==> config.mk <==
export PLATFORM = sky130hd
export DESIGN_NAME = round_sequencer
export DESIGN_NICKNAME = d
export VERILOG_FILES = /design/src/rtl/round_sequencer.sv
export SDC_FILE = /design/constraint.sdc
export NUM_CORES = 1
export LEC_CHECK = 0
export BUFFER_PORTS_ARGS = -buffer_cell sky130_fd_sc_hd__buf_4
export CORE_UTILIZATION = 55
export DETAILED_ROUTE_END_ITERATION = 12
export PLACE_DENSITY = 0.81
export SYNTH_ARGS = -nofsm -noshare
export SYNTH_HDL_FRONTEND = slang
export SYNTH_SLANG_ARGS = --single-unit
==> constraint.sdc <==
create_clock -name Clk -period 18.3 [get_ports Clk]
set_input_delay 3.66 -clock Clk [delete_from_list [all_inputs] [get_ports Clk]]
set_output_delay 3.66 -clock Clk [all_outputs]
set_load 0.05 [all_outputs]
==> src/rtl/round_sequencer.sv <==
// Game-round controller: sequences attract/ready/play/clear/death/over, scores
// collected flags from the flag display mask and tracks level and lives.
module round_sequencer #(
    parameter int NUM_FLAGS    = 5,
    parameter int START_LIVES  = 3,
    parameter int READY_FRAMES = 120,
    parameter int CLEAR_FRAMES = 90,
    parameter int DEATH_FRAMES = 60,
    parameter int OVER_FRAMES  = 180,
    parameter int FLAG_POINTS  = 100,
    parameter int CLEAR_BONUS  = 1000,
    parameter int SCORE_W      = 16,
    parameter int MAX_LEVEL    = 15
) (
    input  logic                 Clk,
    input  logic                 Reset,
    input  logic                 frame_tick,
    input  logic                 start_btn,
    input  logic [NUM_FLAGS-1:0] flagDisplay,
    input  logic                 crash,
    input  logic                 fuel_empty,
    output logic                 flagReset,
    output logic                 play_enable,
    output logic [2:0]           state,
    output logic [3:0]           level,
    output logic [1:0]           lives,
    output logic [SCORE_W-1:0]   score,
    output logic                 game_over
);

    localparam int SUM_W = SCORE_W + 8;
    localparam int CNT_W = $clog2(NUM_FLAGS + 1);

    typedef enum logic [2:0] {
        ST_ATTRACT = 3'd0,
        ST_READY   = 3'd1,
        ST_PLAY    = 3'd2,
        ST_CLEAR   = 3'd3,
        ST_DEATH   = 3'd4,
        ST_OVER    = 3'd5
    } state_t;

    state_t               r_state;
    logic [7:0]           r_cnt;
    logic [NUM_FLAGS-1:0] r_prev;
    logic [SCORE_W-1:0]   r_score;
    logic [3:0]           r_level;
    logic [1:0]           r_lives;
    logic                 r_flag_reset;
    logic                 r_play_enable;
    logic                 r_game_over;

    logic [NUM_FLAGS-1:0] w_fall;
    logic [CNT_W-1:0]     w_pop;
    logic [SUM_W-1:0]     w_flag_pts;
    logic [SCORE_W-1:0]   w_score_flags;
    logic [SCORE_W-1:0]   w_score_clear;
    logic [7:0]           w_limit;
    logic                 w_expire;
    logic [3:0]           w_level_next;

    function automatic logic [CNT_W-1:0] popcount(input logic [NUM_FLAGS-1:0] v);
        logic [CNT_W-1:0] c;
        c = '0;
        for (int i = 0; i < NUM_FLAGS; i++) begin
            c = c + CNT_W'(v[i]);
        end
        return c;
    endfunction

    // Sums are formed wide enough never to wrap, then clamped to the score range.
    function automatic logic [SCORE_W-1:0] sat_score(input logic [SUM_W-1:0] v);
        if (|v[SUM_W-1:SCORE_W]) begin
            return '1;
        end
        return v[SCORE_W-1:0];
    endfunction

    assign w_fall        = r_prev & ~flagDisplay;
    assign w_pop         = popcount(w_fall);
    assign w_flag_pts    = SUM_W'(w_pop) * SUM_W'(FLAG_POINTS) * SUM_W'({1'b0, r_level} + 5'd1);
    assign w_score_flags = sat_score(SUM_W'(r_score) + w_flag_pts);
    assign w_score_clear = sat_score(SUM_W'(r_score) + w_flag_pts + SUM_W'(CLEAR_BONUS));
    assign w_level_next  = (r_level >= 4'(MAX_LEVEL)) ? 4'(MAX_LEVEL) : r_level + 4'd1;

    always_comb begin
        w_limit = 8'd0;
        case (r_state)
            ST_READY: w_limit = 8'(READY_FRAMES - 1);
            ST_CLEAR: w_limit = 8'(CLEAR_FRAMES - 1);
            ST_DEATH: w_limit = 8'(DEATH_FRAMES - 1);
            ST_OVER:  w_limit = 8'(OVER_FRAMES - 1);
            default:  w_limit = 8'd0;
        endcase
    end

    assign w_expire = frame_tick && (r_cnt == w_limit);

    always_ff @(posedge Clk or posedge Reset) begin
        if (Reset) begin
            r_state       <= ST_ATTRACT;
            r_cnt         <= 8'd0;
            r_prev        <= '1;
            r_score       <= '0;
            r_level       <= 4'd0;
            r_lives       <= 2'(START_LIVES);
            r_flag_reset  <= 1'b0;
            r_play_enable <= 1'b0;
            r_game_over   <= 1'b0;
        end else begin
            r_prev       <= flagDisplay;
            r_flag_reset <= 1'b0;
            if (frame_tick) begin
                r_cnt <= r_cnt + 8'd1;
            end
            case (r_state)
                ST_ATTRACT: begin
                    if (start_btn) begin
                        r_state      <= ST_READY;
                        r_cnt        <= 8'd0;
                        r_score      <= '0;
                        r_level      <= 4'd0;
                        r_lives      <= 2'(START_LIVES);
                        r_flag_reset <= 1'b1;
                    end
                end
                ST_READY: begin
                    if (w_expire) begin
                        r_state       <= ST_PLAY;
                        r_cnt         <= 8'd0;
                        r_play_enable <= 1'b1;
                    end
                end
                ST_PLAY: begin
                    // An empty field wins over a simultaneous crash or fuel-out.
                    if (flagDisplay == '0) begin
                        r_state       <= ST_CLEAR;
                        r_cnt         <= 8'd0;
                        r_score       <= w_score_clear;
                        r_play_enable <= 1'b0;
                    end else begin
                        r_score <= w_score_flags;
                        if (crash || fuel_empty) begin
                            r_state       <= ST_DEATH;
                            r_cnt         <= 8'd0;
                            r_play_enable <= 1'b0;
                        end
                    end
                end
                ST_CLEAR: begin
                    if (w_expire) begin
                        r_state      <= ST_READY;
                        r_cnt        <= 8'd0;
                        r_level      <= w_level_next;
                        r_flag_reset <= 1'b1;
                    end
                end
                ST_DEATH: begin
                    if (w_expire) begin
                        r_cnt <= 8'd0;
                        if (r_lives <= 2'd1) begin
                            r_state     <= ST_OVER;
                            r_lives     <= 2'd0;
                            r_game_over <= 1'b1;
                        end else begin
                            r_state <= ST_READY;
                            r_lives <= r_lives - 2'd1;
                        end
                    end
                end
                ST_OVER: begin
                    if (w_expire) begin
                        r_state     <= ST_ATTRACT;
                        r_cnt       <= 8'd0;
                        r_game_over <= 1'b0;
                    end
                end
                default: begin
                    r_state       <= ST_ATTRACT;
                    r_cnt         <= 8'd0;
                    r_play_enable <= 1'b0;
                    r_game_over   <= 1'b0;
                end
            endcase
        end
    end

    assign state       = r_state;
    assign score       = r_score;
    assign level       = r_level;
    assign lives       = r_lives;
    assign flagReset   = r_flag_reset;
    assign play_enable = r_play_enable;
    assign game_over   = r_game_over;

endmodule

# ---- Word-level counts from Yosys, hierarchy flattened
# Cells that the tools add are included.
dict set report totals {
  regBits 41
  in_bits 11
  out_inout_bits 28
  elab_cells 102
}
dict set report op_classes {
  addsub 10
  eq_ne 13
  n_lt_le_gt_ge 2
  mul 2
  mux 44
  bitwise_logic 4
  n_reduce_logical 18
}
# cell count
set ops {}
lappend ops {{16-bit two-way mux} 6}
lappend ops {{8-bit two-way mux} 5}
lappend ops {{16-bit one-hot mux with 2 select lines} 1}
lappend ops {{8-bit one-hot mux with 4 select lines} 1}
lappend ops {{3-bit two-way mux} 8}
lappend ops {{8-bit one-hot mux with 3 select lines} 1}
lappend ops {{17-bit by 10-bit adder with 18-bit output, second input constant} 1}
lappend ops {{3-bit one-hot mux with 6 select lines} 1}
lappend ops {{16-bit by 15-bit adder with 17-bit output} 1}
lappend ops {{8-bit OR reduction} 2}
lappend ops {{8-bit by 5-bit multiplier with 13-bit output} 1}
lappend ops {{4-bit two-way mux} 3}
lappend ops {{2-bit != test, second input constant} 6}
lappend ops {{4-bit OR reduction} 3}
lappend ops {{1-bit two-way mux} 10}
lappend ops {{3-bit AND reduction} 3}
lappend ops {{8-bit by 1-bit adder with 8-bit output, second input constant} 1}
lappend ops {{8-bit == test} 1}
lappend ops {{3-bit by 5-bit multiplier with 8-bit output, second input constant} 1}
lappend ops {{4-bit one-hot mux with 2 select lines} 1}
lappend ops {{3-bit by 1-bit adder with 3-bit output} 2}
lappend ops {{3-bit by 2-bit == test with 1-bit output, second input constant} 2}
lappend ops {{3-bit == test, second input constant} 2}
lappend ops {{2-bit two-way mux} 3}
lappend ops {{other kinds (23)} 27}

# ---- Longest topological paths before layout
# Gate-level depths: netlist of the first run.
dict set report depth {
  word_depth 15
  ltp_mapped 30
  mapped_depth_nobuf 30
}

# ---- Least setup slack after synthesis of the first run
# OpenSTA, ideal clock, no wires.
dict set report synth_path {
  kind {input-to-reg}
  from {input port flagDisplay[0]}
  to {register r_score[9] (netlist: score[9])}
  path_slack_ns 7.820
  path_buffers 0
  required_ns 18.208
  setup_time_ns 0.092
  arrival_time_ns 10.388
  stages 25
  path_cell_list {nand2b_1 -> fa_1 -> fa_1 -> fa_1 -> nor2b_1 -> fa_1 -> fa_1 -> inv_1 -> fa_1 -> inv_1 -> ha_1 -> a21oi_1 -> o21bai_1 -> a21oi_1 -> xnor2_1 -> ha_1 -> o21ai_0 -> o21bai_1 -> a211oi_2 -> nor3b_1 -> or4_4 -> nor4b_4 -> a21oi_1 -> o211a_1 -> o31ai_2}
}
dict set report synth_via {
  elab_chain_cells 15
  elab_cells_between_ends 19
  classes_between {add/sub (6); mul (2); mux (6); bitwise (2); reduce/logical (3)}
}
# element line_no
set synth_lines {}
lappend synth_lines {{start, declared} 19} ;# input logic [NUM_FLAGS-1:0] flagDisplay,
lappend synth_lines {{5-bit inverter} 79} ;# assign w_fall = r_prev & ~flagDisplay;
lappend synth_lines {{5-bit AND} 79}
lappend synth_lines {{1-bit by 1-bit adder with 2-bit output} 66} ;# c = c + CNT_W'(v[i]);
lappend synth_lines {{2-bit by 1-bit adder with 3-bit output} 66}
lappend synth_lines {{3-bit by 1-bit adder with 3-bit output (2 in series)} 66}
lappend synth_lines {{3-bit by 5-bit multiplier with 8-bit output} 81} ;# assign w_flag_pts = SUM_W'(w_pop) * SUM_W'(FLAG_POINTS) * SUM_W'({1'b0, r_level} + 5'd1);
lappend synth_lines {{8-bit by 5-bit multiplier with 13-bit output} 81}
lappend synth_lines {{16-bit by 15-bit adder with 17-bit output} {82, 83}}
lappend synth_lines {{17-bit by 10-bit adder with 18-bit output} 83} ;# assign w_score_clear = sat_score(SUM_W'(r_score) + w_flag_pts + SUM_W'(CLEAR_BONUS));
lappend synth_lines {{8-bit OR reduction} 73} ;# if (|v[SUM_W-1:SCORE_W]) begin
lappend synth_lines {{1-bit two-way mux} 73}
lappend synth_lines {{16-bit two-way mux} 76} ;# return v[SCORE_W-1:0];
lappend synth_lines {{16-bit two-way mux (*)} 136} ;# if (flagDisplay == '0) begin
lappend synth_lines {{16-bit one-hot mux with 2 select lines (*)} 116} ;# case (r_state)
lappend synth_lines {{end signal, assigned} 139} ;# r_score <= w_score_clear;
lappend synth_lines {{end signal, assigned} 142} ;# r_score <= w_score_flags;
lappend synth_lines {{end, declared} 46} ;# logic [SCORE_W-1:0] r_score;
# Mark *: on every way between the ends. The rest lies on a longest branch, timed or not.
# A chain may end at the register's enable or synchronous reset.

# ---- Worst setup path after layout of the first run
dict set report layout_path {
  from {input port flagDisplay[0]}
  to {register r_score[12] (netlist: score[12])}
}
# Same word-level chain as after synthesis.

==> results of run 1 <==
-- flip-flops by register name, summed over array words and instances (netlist names) --
register and flops:
flagReset 1, play_enable 1, lives 2, score 15, game_over 1, r_cnt 8
r_prev 5, level 4, state 3
-- worst paths after layout --
kind	cells after the start	slack (ns)	to	start
worst max-delay path	26	7.44	score[12]	flagDisplay[0]
worst min-delay path	2	0.51	lives[0]	lives[0]
worst max register to register	25	10.49	score[12]	r_prev[0]
worst min register to register	2	0.51	lives[0]	lives[0]
max in group asynchronous	3	14.45	score[6]	Reset
min in group asynchronous	3	3.48	play_enable	Reset
-- worst min-delay path: stages, from the launching register on --
cell and delay, ns:
dfstp_2 0.38, nand2_1 0.05, nand3_1 0.07
-- final cells by class --
type / instances / area, um^2
multi-input combinational: 394 / 3010
fill: 628 / 2650
sequential: 40 / 1010
timing repair buffer: 40 / 300
inverter: 43 / 161
tap: 99 / 124
clock buffer: 5 / 68.8
clock inverter: 3 / 42.5
-- power by group --
group	switching (W)	internal, W	total [W]
Sequential	0.0000311	0.000107	0.000138
Combinational	0.000248	0.000142	0.000390
Clock	0.0000331	0.0000404	0.0000734
-- cell usage after synthesis, types with 9 or more instances --
cell type,number,share of area [%]
ha_1,39,12
clkbuf_1,11,0.97
nor3_1,9,1.1
o21ai_0,23,2.7
and2_1,14,2.1
xnor2_1,14,2.9
a21oi_1,41,4.8
nand2_1,34,3.0
fa_1,23,11
nand2b_1,16,2.4
xor2_1,11,2.3
inv_1,43,3.8
dfrtp_1,33,19
nor2_1,36,3.2
-- layer usage --
metal  wire (um)  GRT usage, %
met1        4570          35.7
met2        4840          43.1
met3         545          3.13
met4         111          6.01
met5           0             0
-- cells by family after synthesis --
group / count (synthesis) / share of synthesized area [%]
flip-flops: 40 / 23.8
AO/OA/AOI/OAI: 139 / 21.7
buffers and inverters: 57 / 5.19
multiplexers: 2 / 0.501
adder cells (fa/ha/maj): 62 / 22.4
AND/OR/NAND/NOR: 166 / 21.3
XOR/XNOR: 25 / 5.16
-- stage by stage --
stage	instances	setup WS (ns)
after global placement	616	7.39
after detailed placement	616	7.19
after floorplan	491	7.82
final	624	7.44
after CTS	624	7.49
after global routing	624	7.03
==> impl_results.md, run 1 <==
- WL/cell: about 16 um
- Placed Instance Area: about 4600 um^2
- Drt first-iter violations: around 210
- Fin Hold WS: around 0.51 ns
- Buf/Inv on CP: 3
- Chip height: 89.8 um
- Worst setup EP type: flip-flop
- DR vias/cell: between 6 and 7
- Clock-pin slew on the worst setup and hold paths: ~0.08 ns
- Peak supply drop: ~0.000099 V
- Commonest non-fill, non-tap cell in the layout: inv_1
- Predominant post-synthesis flop cell: dfrtp_1
- CTS tree: yes
- Die ar.: slightly above 8000 um^2
- Initial antenna violation count: 0
- Startpoint Class: input pin
- Leakage power: 2.28 nW
- Final setup fails: 0
- #FFs+latches synth: 40
- WP data required: about 19 ns
- Final core utilization: between 60% and 70%
- All-layer global routing usage: about a quarter
- Die X-Extent: around 90 um
- Most frequent cells in the layout: inv_1, a21oi_1, buf_4
- Post-CTS sizing: 0
- Layout area overhead: 11.2%
- ANT cells: 0
- I/O pin count: 39
- Routed Antenna Nets: 0
- Row count: 31
- RSZ-0062 raised after global routing: no
- Slew @ Worst Pin: approximately 0.95 ns
- Power Density: around 130 nW/um^2
- Slew Viols, Final: 0
- CTS hold repair buffers: 0
- Slowest cell on crit path: fa_1
- Final hold violation count: 0
- PortBufs: 38
- Syn_nets: 564
- Synthesized area: 4240 um^2
- HPWL after DPL: 7.76 mm
- Clk_skew: 0.00618 ns
- Max FO, Critical Path: 8
- Max Freq: about 0.092 GHz
- First-pass GRT wire length: ~17 mm
- Layout cells sized above 1: 14.7%
- Top cell by count, worst path: fa_1
- Clock sinks: 40
- Fin crit period: 10.86 ns
- Vias: around 3800
- Syn avg cell area: 8.64 um^2
- Number of CTS-inserted buffers: 5
- Part of the cycle the worst path needs: around three fifths
- Clk Latency, worst-skew pair: 0.29 ns
- Cell family with most CP delay: adder cells
- DRT Pass-1 Iters: 5
- Max Cap Viol: 0
- Vias in the first global route: ~3600
- Pin count of the biggest net entering global routing: 41
- Path type of the worst setup path: in2reg
- Slew headroom: 36.7%
- Final net count: approximately 600
- Core area: 7370 um^2
- Ys async rst share: 100%
- DRT Wirelength: 10.1 mm
- Crit path DAT: between 10 and 15 ns
- CTS H-tree lvls: 2
- Number of synthesized flops with an enable pin: 0
- Setup total negative slack: 0 ns
- Postcts setup bufs: 0
- DRC violations left: 0
- Number of distinct library cells after synthesis: 70
- Slowest stage delay, CP: about 0.66 ns
- Remaining global-route overflow: 0
- Root buf cell: clkbuf_8
- Fin area: ~4700 um^2
- Clock tree buffer depth: 2
- Synth warn: 0
- Run status: finished clean
- Post-Synthesis Cells: 491
- Starting density of the core: between 50% and 60%
- RD Place Congestion: 0.854
- Sequential area share after synthesis: between 20% and 30%
- Worst hold path type: reg2reg
- Total power draw: roughly 0.00060 W
Power figures use the tool's default switching activity.
==> run 2: changes to the inputs <==
--- a/config.mk
+++ b/config.mk
@@ -5,10 +5,11 @@
 export SDC_FILE = /design/constraint.sdc
 export NUM_CORES = 1
 export LEC_CHECK = 0
+export ABC_AREA = 1
 export BUFFER_PORTS_ARGS = -buffer_cell sky130_fd_sc_hd__buf_4
 export CORE_UTILIZATION = 55
 export DETAILED_ROUTE_END_ITERATION = 12
-export PLACE_DENSITY = 0.81
+export PLACE_DENSITY = 0.8
 export SYNTH_ARGS = -nofsm -noshare
 export SYNTH_HDL_FRONTEND = slang
 export SYNTH_SLANG_ARGS = --single-unit
==> constraint.sdc (replaced) <==
create_clock -name Clk -period 10.2 [get_ports Clk]
set_input_delay 2.04 -clock Clk [delete_from_list [all_inputs] [get_ports Clk]]
set_output_delay 2.04 -clock Clk [all_outputs]
set_load 0.05 [all_outputs]
==> run 2 against run 1 <==
Global-route usage increased by 1.3 points. Cell count increased by 35%. Sequential cell count unchanged. Synthesized cell count increased by 41%. Total power increased by 84%. Count of clock-buffer cells in the layout increased by 1. Setup slack got worse by 6.0 ns. Sequential power increased by 78%. Non-clock buffer count unchanged. Register-to-register slack got worse by 7.7 ns. Final area increased by 9.5%. Core utilization decreased by 1.1 points. Critical endpoint is now score[14]. Largest cell class unchanged. Largest power group unchanged.
==> impl_results.md, run 2 <==
- Run status: finished clean (unchanged)
- Root buf cell: clkbuf_8 (unchanged)
- Part of the cycle the worst path needs: about 86%
- WL/cell: 13.7 um (was 16.1 um)
- HPWL after DPL: 9.47 mm (was 7.76 mm)
- Placed Instance Area: 5030 um^2 (was 4610 um^2)
- Sequential area share after synthesis: 21.7% (was 23.8%)
- Number of synthesized flops with an enable pin: 0 (unchanged)
- Drt first-iter violations: 370 (was 209)
- Core area: 8220 um^2 (was 7370 um^2)
- Most frequent cells in the layout: nand2_1, inv_1, nor2_1 (was inv_1, a21oi_1, buf_4)
- Slew headroom: 35.0% (was 36.7%)
- RR Endpoint: score[14] (was score[12])
- Max Cap Viol: 0 (unchanged)
- Worst setup EP type: flip-flop (unchanged)
- Leakage power: 2.94 nW (was 2.28 nW)
- Final net count: 807 (was 597)
- WHS Path Cells: 2 (unchanged)
- Layout cells sized above 1: 11.6% (was 14.7%)
- WP data required: 10.38 ns (was 18.54 ns)
- All-layer global routing usage: 27.1% (was 25.8%)
- Number of CTS-inserted buffers: 5 (unchanged)
- Peak supply drop: 0.000235 V (was 0.0000986 V)
- Initial antenna violation count: 0 (unchanged)
- Top cell type by total area after synthesis: dfrtp_1 (unchanged)
- Vias in the first global route: 4157 (was 3637)
- CTS tree: yes (unchanged)
- DRT Pass-1 Iters: 6 (was 5)
- Predominant post-synthesis flop cell: dfrtp_1 (unchanged)
- Slowest cell on crit path: fa_1 (unchanged)
- Final setup fails: 0 (unchanged)
- Syn_nets: 767 (was 564)
- Number of distinct library cells after synthesis: 42 (was 70)
- Worst hold path type: reg2reg (unchanged)
- Routed Antenna Nets: 0 (unchanged)
- Row count: 33 (was 31)
- Top-area cell type share of the netlist area: 17.7% (was 19.5%)
- DRC violations left: 0 (unchanged)
- Comb pwr share: 63.8% (was 64.9%)
- Max Freq: around 0.11 GHz
- Vias: 4538 (was 3755)
- Remaining global-route overflow: 0 (unchanged)
- DR vias/cell: 5.40 (was 6.02)
- Fin area: 5170 um^2 (was 4720 um^2)
- Synth area leaders: dfrtp_1, nand2_1, ha_1, fa_1, inv_1 (was dfrtp_1, ha_1, fa_1, a21oi_1, dfstp_2)
- #FFs+latches synth: 40 (unchanged)
- Setup total negative slack: 0 ns (unchanged)
- Most frequent cells after synthesis: nand2_1, inv_1, nor2_1 (was inv_1, a21oi_1, ha_1)
- Max reg flops: 15 (unchanged)
- Pin count of the biggest net entering global routing: 41 (unchanged)
- First-pass GRT wire length: 18.8 mm (was 17.2 mm)
- ANT cells: 0 (unchanged)
- Power Density: 214 nW/um^2 (was 127 nW/um^2)
- Slew @ Worst Pin: 0.972 ns (was 0.946 ns)
- Clock sinks: 40 (unchanged)
- CTS H-tree lvls: 2 (unchanged)
- Postcts setup bufs: 0 (unchanged)
- Filler instances: 752 (was 628)
- Synthesized area: 4650 um^2 (was 4240 um^2)
- Sequential Power Share: 22.3% (was 22.9%)
- R2R Path Start: r_prev[0] (unchanged)
- Crit path DAT: 8.98 ns (was 11.09 ns)
- RD Place Congestion: 0.959 (was 0.854)
- FF+latch area: 1010 um^2 (unchanged)
- Sw frac: 52.8% (was 51.9%)
- Slew Viols, Final: 0 (unchanged)
- Layout area overhead: 11.1% (was 11.2%)
- Chip height: 94.0 um (was 89.8 um)
- Startpoint Class: input pin (unchanged)
- PortBufs: 38 (unchanged)
- Syn avg cell area: 6.70 um^2 (was 8.64 um^2)
- RSZ-0062 raised after global routing: no (unchanged)
- Multi-input gate area: 3140 um^2 (was 3010 um^2)
- Max FO, Critical Path: 14 (was 8)
- Fin crit period: 8.80 ns
- HP Start: game_over (was lives[0])
- CTS hold repair buffers: 0 (unchanged)
- Post-CTS sizing: 0 (unchanged)
- Die X-Extent: 94.0 um (was 89.8 um)
- Clock tree buffer depth: 2 (unchanged)
- Path type of the worst setup path: in2reg (unchanged)
- Clk_skew: 0.0137 ns (was 0.00618 ns)
- Ys async rst share: 100% (unchanged)
- Internal power: 0.000521 W (was 0.000289 W)
- Hold endpoint: game_over (was lives[0])
- Slowest stage delay, CP: 0.72 ns (was 0.66 ns)
- Clock-pin slew on the worst setup and hold paths: 0.08 ns (about the same)
- I/O pin count: 39 (unchanged)
- Synth warn: 0 (unchanged)
- Starting density of the core: 56.6% (was 57.6%)
- Count leader, synth: nand2_1 (was inv_1)
- Clk Latency, worst-skew pair: 0.30 ns (was 0.29 ns)
- Worst Reg-to-Reg Cells: 32 (was 25)
- DRT Wirelength: 11.5 mm (was 10.1 mm)
- Die ar.: 8830 um^2 (was 8070 um^2)
- Commonest non-fill, non-tap cell in the layout: nand2_1 (was inv_1)
- Final hold violation count: 0 (unchanged)
- P_sw: 0.000583 W (was 0.000312 W)
- Post-Synthesis Cells: 694 (was 491)
- CP startpoint: flagDisplay[0] (unchanged)
- Clock power frac: 13.9% (was 12.2%)
- Flop2flop setup slack: 2.79 ns (was 10.49 ns)
run 2: changes by cell type in the layout (fill, tap and decap cells not counted), moves of 9 or more:
cell | before | now
a21oi_1 | 41 | 32
and2_1 | 14 | 1
inv_1 | 43 | 113
nand2_1 | 34 | 214
nand2_2 | 0 | 10
nand2b_1 | 16 | 0
nand3_1 | 8 | 53
nor2_1 | 36 | 64
xnor2_1 | 14 | 3
run 2: power by group through the flow:
stage | clock [W] | combinational [W] | sequential (W)
6_report | 0.000153 | 0.000704 | 0.000246
5_1_grt | 0.000163 | 0.000773 | 0.000251
4_1_cts | 0.000157 | 0.000698 | 0.000245
3_5_place_dp | 0 | 0.000692 | 0.000246
3_3_place_gp | 0 | 0.000677 | 0.000246
2_1_floorplan | 0 | 0.000436 | 0.000337
run 2: worst max-delay path by stage:
stage / to / slack (ns) / cells after the start
final: score[14] / 1.40 / 34
after global routing: score[2] / 0.98 / 34
after CTS: score[14] / 1.51 / 34
after detailed placement: score[14] / 1.20 / 34
after global placement: score[3] / 1.34 / 34
after floorplan: score[4] / 1.87 / 34
run 2: per-stage QoR:
step	hold slack, ns	power [W]	util (%)	setup WS, ns	cells
after floorplan	0.537	0.000773	-	1.87	694
after global placement	0.482	0.000923	61.3	1.34	832
after detailed placement	0.491	0.000938	61.3	1.20	832
after CTS	0.513	0.00110	62.9	1.51	840
after global routing	0.531	0.00119	62.9	0.984	840
final	0.505	0.00110	62.9	1.40	840
run 2: metal layers:
layer	global-route usage (%)	vias to the layer above	wire length (um)
met4	6.03	0	155
met1	37.3	2103	5240
met2	46.0	154	5520
li1	-	2264	-
met3	2.75	17	572
met5	0	-	0
run 2: cell type report:
type / count / share of cell area, %
Tap cell: 105 / 2.54
Inverter: 119 / 8.69
Timing Repair Buffer: 40 / 5.81
Sequential cell: 40 / 19.5
Multi-Input combinational cell: 528 / 60.8
Clock inverter: 2 / 1.16
Clock buffer: 6 / 1.40
run 2: kinds of logic (layout without fill, tap and decap cells):
| kind of cell | Yosys count | after routing | share of synthesized area [%] |
|---|---|---|---|
| xor gates and xnor gates | 18 | 18 | 3.39 |
| buffers and inverters | 126 | 167 | 10.7 |
| DFF | 40 | 40 | 21.7 |
| and+or+nand+nor | 380 | 380 | 35.8 |
| adders and majority gates | 62 | 62 | 20.4 |
| AOI/OAI and AO/OA | 68 | 68 | 8.04 |
run 2: critical path: cells and delay by family:
| family | cells | cell delay (ns) |
|---|---|---|
| xor gates and xnor gates | 1 | 0.21 |
| and+or+nand+nor | 17 | 1.84 |
| AOI/OAI and AO/OA | 3 | 0.53 |
| adders and majority gates | 8 | 4.03 |
| buffers and inverters | 5 | 0.32 |
==> run 3: changes to the inputs <==
--- a/config.mk
+++ b/config.mk
@@ -7,9 +7,9 @@
 export LEC_CHECK = 0
 export ABC_AREA = 1
 export BUFFER_PORTS_ARGS = -buffer_cell sky130_fd_sc_hd__buf_4
-export CORE_UTILIZATION = 55
+export CORE_UTILIZATION = 62
 export DETAILED_ROUTE_END_ITERATION = 12
-export PLACE_DENSITY = 0.8
+export PLACE_DENSITY = 0.88
 export SYNTH_ARGS = -nofsm -noshare
 export SYNTH_HDL_FRONTEND = slang
 export SYNTH_SLANG_ARGS = --single-unit
==> run 3 against run 2 <==
Clock power about the same. Die area shrank 11%. Core utilization up 8.3 points. Combinational power about the same. Clock skew fell by 0.0056 ns. Register-to-register slack got worse by 0.02 ns. Total power down 0.28%. Wire length down 1.1%. Global-route usage up 3.1 points. Sequential cell count unchanged. Highest routed layer unchanged.
==> impl_results.md, run 3 (synthesis gave the netlist of run 2 again) <==
- Initial antenna violation count: 0 (unchanged)
- Max reg flops: 15 (unchanged)
- Run status: finished clean (unchanged)
- Cell family with most CP delay: adder cells (unchanged)
- Max Freq: 0.113 GHz (was 0.114 GHz)
- Pin count of the biggest net entering global routing: 41 (unchanged)
- Slew Viols, Final: 0 (unchanged)
- RD Place Congestion: 0.906 (was 0.959)
- Worst Reg-to-Reg Cells: 32 (unchanged)
- Chip height: 88.6 um (was 94.0 um)
- DP Worst Slack: 1.14 ns (was 1.20 ns)
- ANT cells: 0 (unchanged)
- Worst setup EP type: flip-flop (unchanged)
- Final hold violation count: 0 (unchanged)
- Drt first-iter violations: 232 (was 370)
- CTS H-tree lvls: 2 (unchanged)
- Clock sinks: 40 (unchanged)
- Clock-pin slew on the worst setup and hold paths: 0.08 ns (about the same)
- Multi-input gate area: 3140 um^2 (unchanged)
- P_sw: 0.000581 W (was 0.000583 W)
- Core area: 7250 um^2 (was 8220 um^2)
- DRT Wirelength: 11.4 mm (was 11.5 mm)
- Die X-Extent: 88.6 um (was 94.0 um)
- Root buf cell: clkbuf_8 (unchanged)
- Max Cap Viol: 0 (unchanged)
- Setup total negative slack: 0 ns (unchanged)
- RSZ-0062 raised after global routing: no (unchanged)
- Final net count: 807 (unchanged)
- WP depth: 34 (unchanged)
- DRC violations left: 0 (unchanged)
- Internal power: 0.000519 W (was 0.000521 W)
- Crit path DAT: 8.99 ns (was 8.98 ns)
- Die ar.: 7860 um^2 (was 8830 um^2)
- Peak supply drop: 0.000188 V (was 0.000235 V)
- Row count: 31 (was 33)
- Slowest cell on crit path: fa_1 (unchanged)
- Remaining global-route overflow: 0 (unchanged)
- Clock tree buffer depth: 2 (unchanged)
- Vias: 4539 (was 4538)
- Placed Cells: 826 (was 832)
- Max FO, Critical Path: 14 (unchanged)
- Final setup margin: 1.38 ns (was 1.40 ns)
- Commonest non-fill, non-tap cell in the layout: nand2_1 (unchanged)
- I/O pin count: 39 (unchanged)
- Comb pwr share: 63.8% (about the same)
- Clk Latency, worst-skew pair: 0.29 ns (was 0.30 ns)
- Buf/Inv on CP: 5 (unchanged)
- Slowest stage delay, CP: 0.72 ns (about the same)
- FF+latch area: 1010 um^2 (unchanged)
- Number of CTS-inserted buffers: 5 (unchanged)
- Slew @ Worst Pin: 0.870 ns (was 0.972 ns)
- WP data required: 10.37 ns (was 10.38 ns)
- Most frequent cells in the layout: nand2_1, inv_1, nor2_1 (unchanged)
- Post-CTS sizing: 0 (unchanged)
- Routed Antenna Nets: 0 (unchanged)
- First-pass GRT wire length: 18.4 mm (was 18.8 mm)
- Leakage power: 2.94 nW (unchanged)
- Layout Cells excl Fill: 834 (was 840)
- Path type of the worst setup path: in2reg (unchanged)
- CTS tree: yes (unchanged)
- Layout area overhead: 10.9% (was 11.1%)
- DR vias/cell: 5.44 (was 5.40)
- Final setup fails: 0 (unchanged)
- Slew headroom: 41.8% (was 35.0%)
- Filler instances: 618 (was 752)
- WHS Path Cells: 2 (unchanged)
- Worst hold path type: reg2reg (unchanged)
- CTS hold repair buffers: 0 (unchanged)
- WL/cell: 13.6 um (was 13.7 um)
- Sequential Power Share: 22.5% (was 22.3%)
- All-layer global routing usage: 30.2% (was 27.1%)
- Starting density of the core: 64.2% (was 56.6%)
- Layout cells sized above 1: 11.6% (unchanged)
- Power Density: 213 nW/um^2 (was 214 nW/um^2)
- Clk_skew: 0.00815 ns (was 0.0137 ns)
- Vias in the first global route: 4160 (was 4157)
- Clock power frac: 13.8% (was 13.9%)
- Sw frac: 52.8% (about the same)
- PortBufs: 38 (unchanged)
- Fin crit period: 8.82 ns (was 8.80 ns)
- Postcts setup bufs: 0 (unchanged)
- HPWL after DPL: 9.38 mm (was 9.47 mm)
- Startpoint Class: input pin (unchanged)
- Fin Hold WS: 0.500 ns (was 0.505 ns)
- Part of the cycle the worst path needs: 86.4% (was 86.2%)
- DRT Pass-1 Iters: 5 (was 6)
==> run 3: worst paths after layout <==
kind,startpoint,to,slack (ns)
worst max-delay path,flagDisplay[0],score[2],1.38
worst min-delay path,game_over,game_over,0.50
worst max register to register,r_prev[0],score[2],2.77
worst min register to register,game_over,game_over,0.50
max in group asynchronous,Reset,r_cnt[1],7.98
min in group asynchronous,Reset,level[1],1.87
==> run 3: per-layer routing <==
metal	wire [um]	global-route usage, %	part of all wire [%]
met5	0	0	0
met4	182	9.09	1.6
met3	559	2.61	4.9
met2	5410	50.7	48
met1	5210	41.8	46
==> run 3: per-stage QoR <==
| stage | util, % | cell area, um^2 | total power [W] |
|---|---|---|---|
| 2_1_floorplan | - | 4650 | 0.000773 |
| 4_1_cts | 71.1 | 5160 | 0.00109 |
| 6_report | 71.1 | 5160 | 0.00110 |
| 5_1_grt | 71.1 | 5160 | 0.00119 |
| 3_5_place_dp | 69.3 | 5030 | 0.000937 |
| 3_3_place_gp | 69.3 | 5030 | 0.000921 |
==> run 3: layout make-up <==
type / count / share of cell area (%)
Multi-Input combinational cell: 528 / 60.9
Sequential cell: 40 / 19.6
Inverter: 119 / 8.71
Timing Repair Buffer: 40 / 5.82
Tap cell: 99 / 2.40
Clock buffer: 6 / 1.41
Clock inverter: 2 / 1.16
==> run 3: worst reg2reg max path, delay by kind of cell (launching register included) <==
| kind | cells | cell delay, ns |
|---|---|---|
| adder cells (fa/ha/maj) | 8 | 4.05 |
| buffers and inverters | 3 | 0.18 |
| flip-flops | 1 | 0.52 |
| XOR/XNOR | 1 | 0.17 |
| AO/OA/AOI/OAI | 3 | 0.52 |
| AND/OR/NAND/NOR | 17 | 1.89 |
==> run 3: power by group through the flow <==
stage | registers [W] | clock network [W] | logic, W
final | 0.000248 | 0.000151 | 0.000702
after global routing | 0.000251 | 0.000161 | 0.000776
after CTS | 0.000245 | 0.000154 | 0.000695
after detailed placement | 0.000247 | 0 | 0.000690
after global placement | 0.000246 | 0 | 0.000675
after floorplan | 0.000337 | 0 | 0.000436
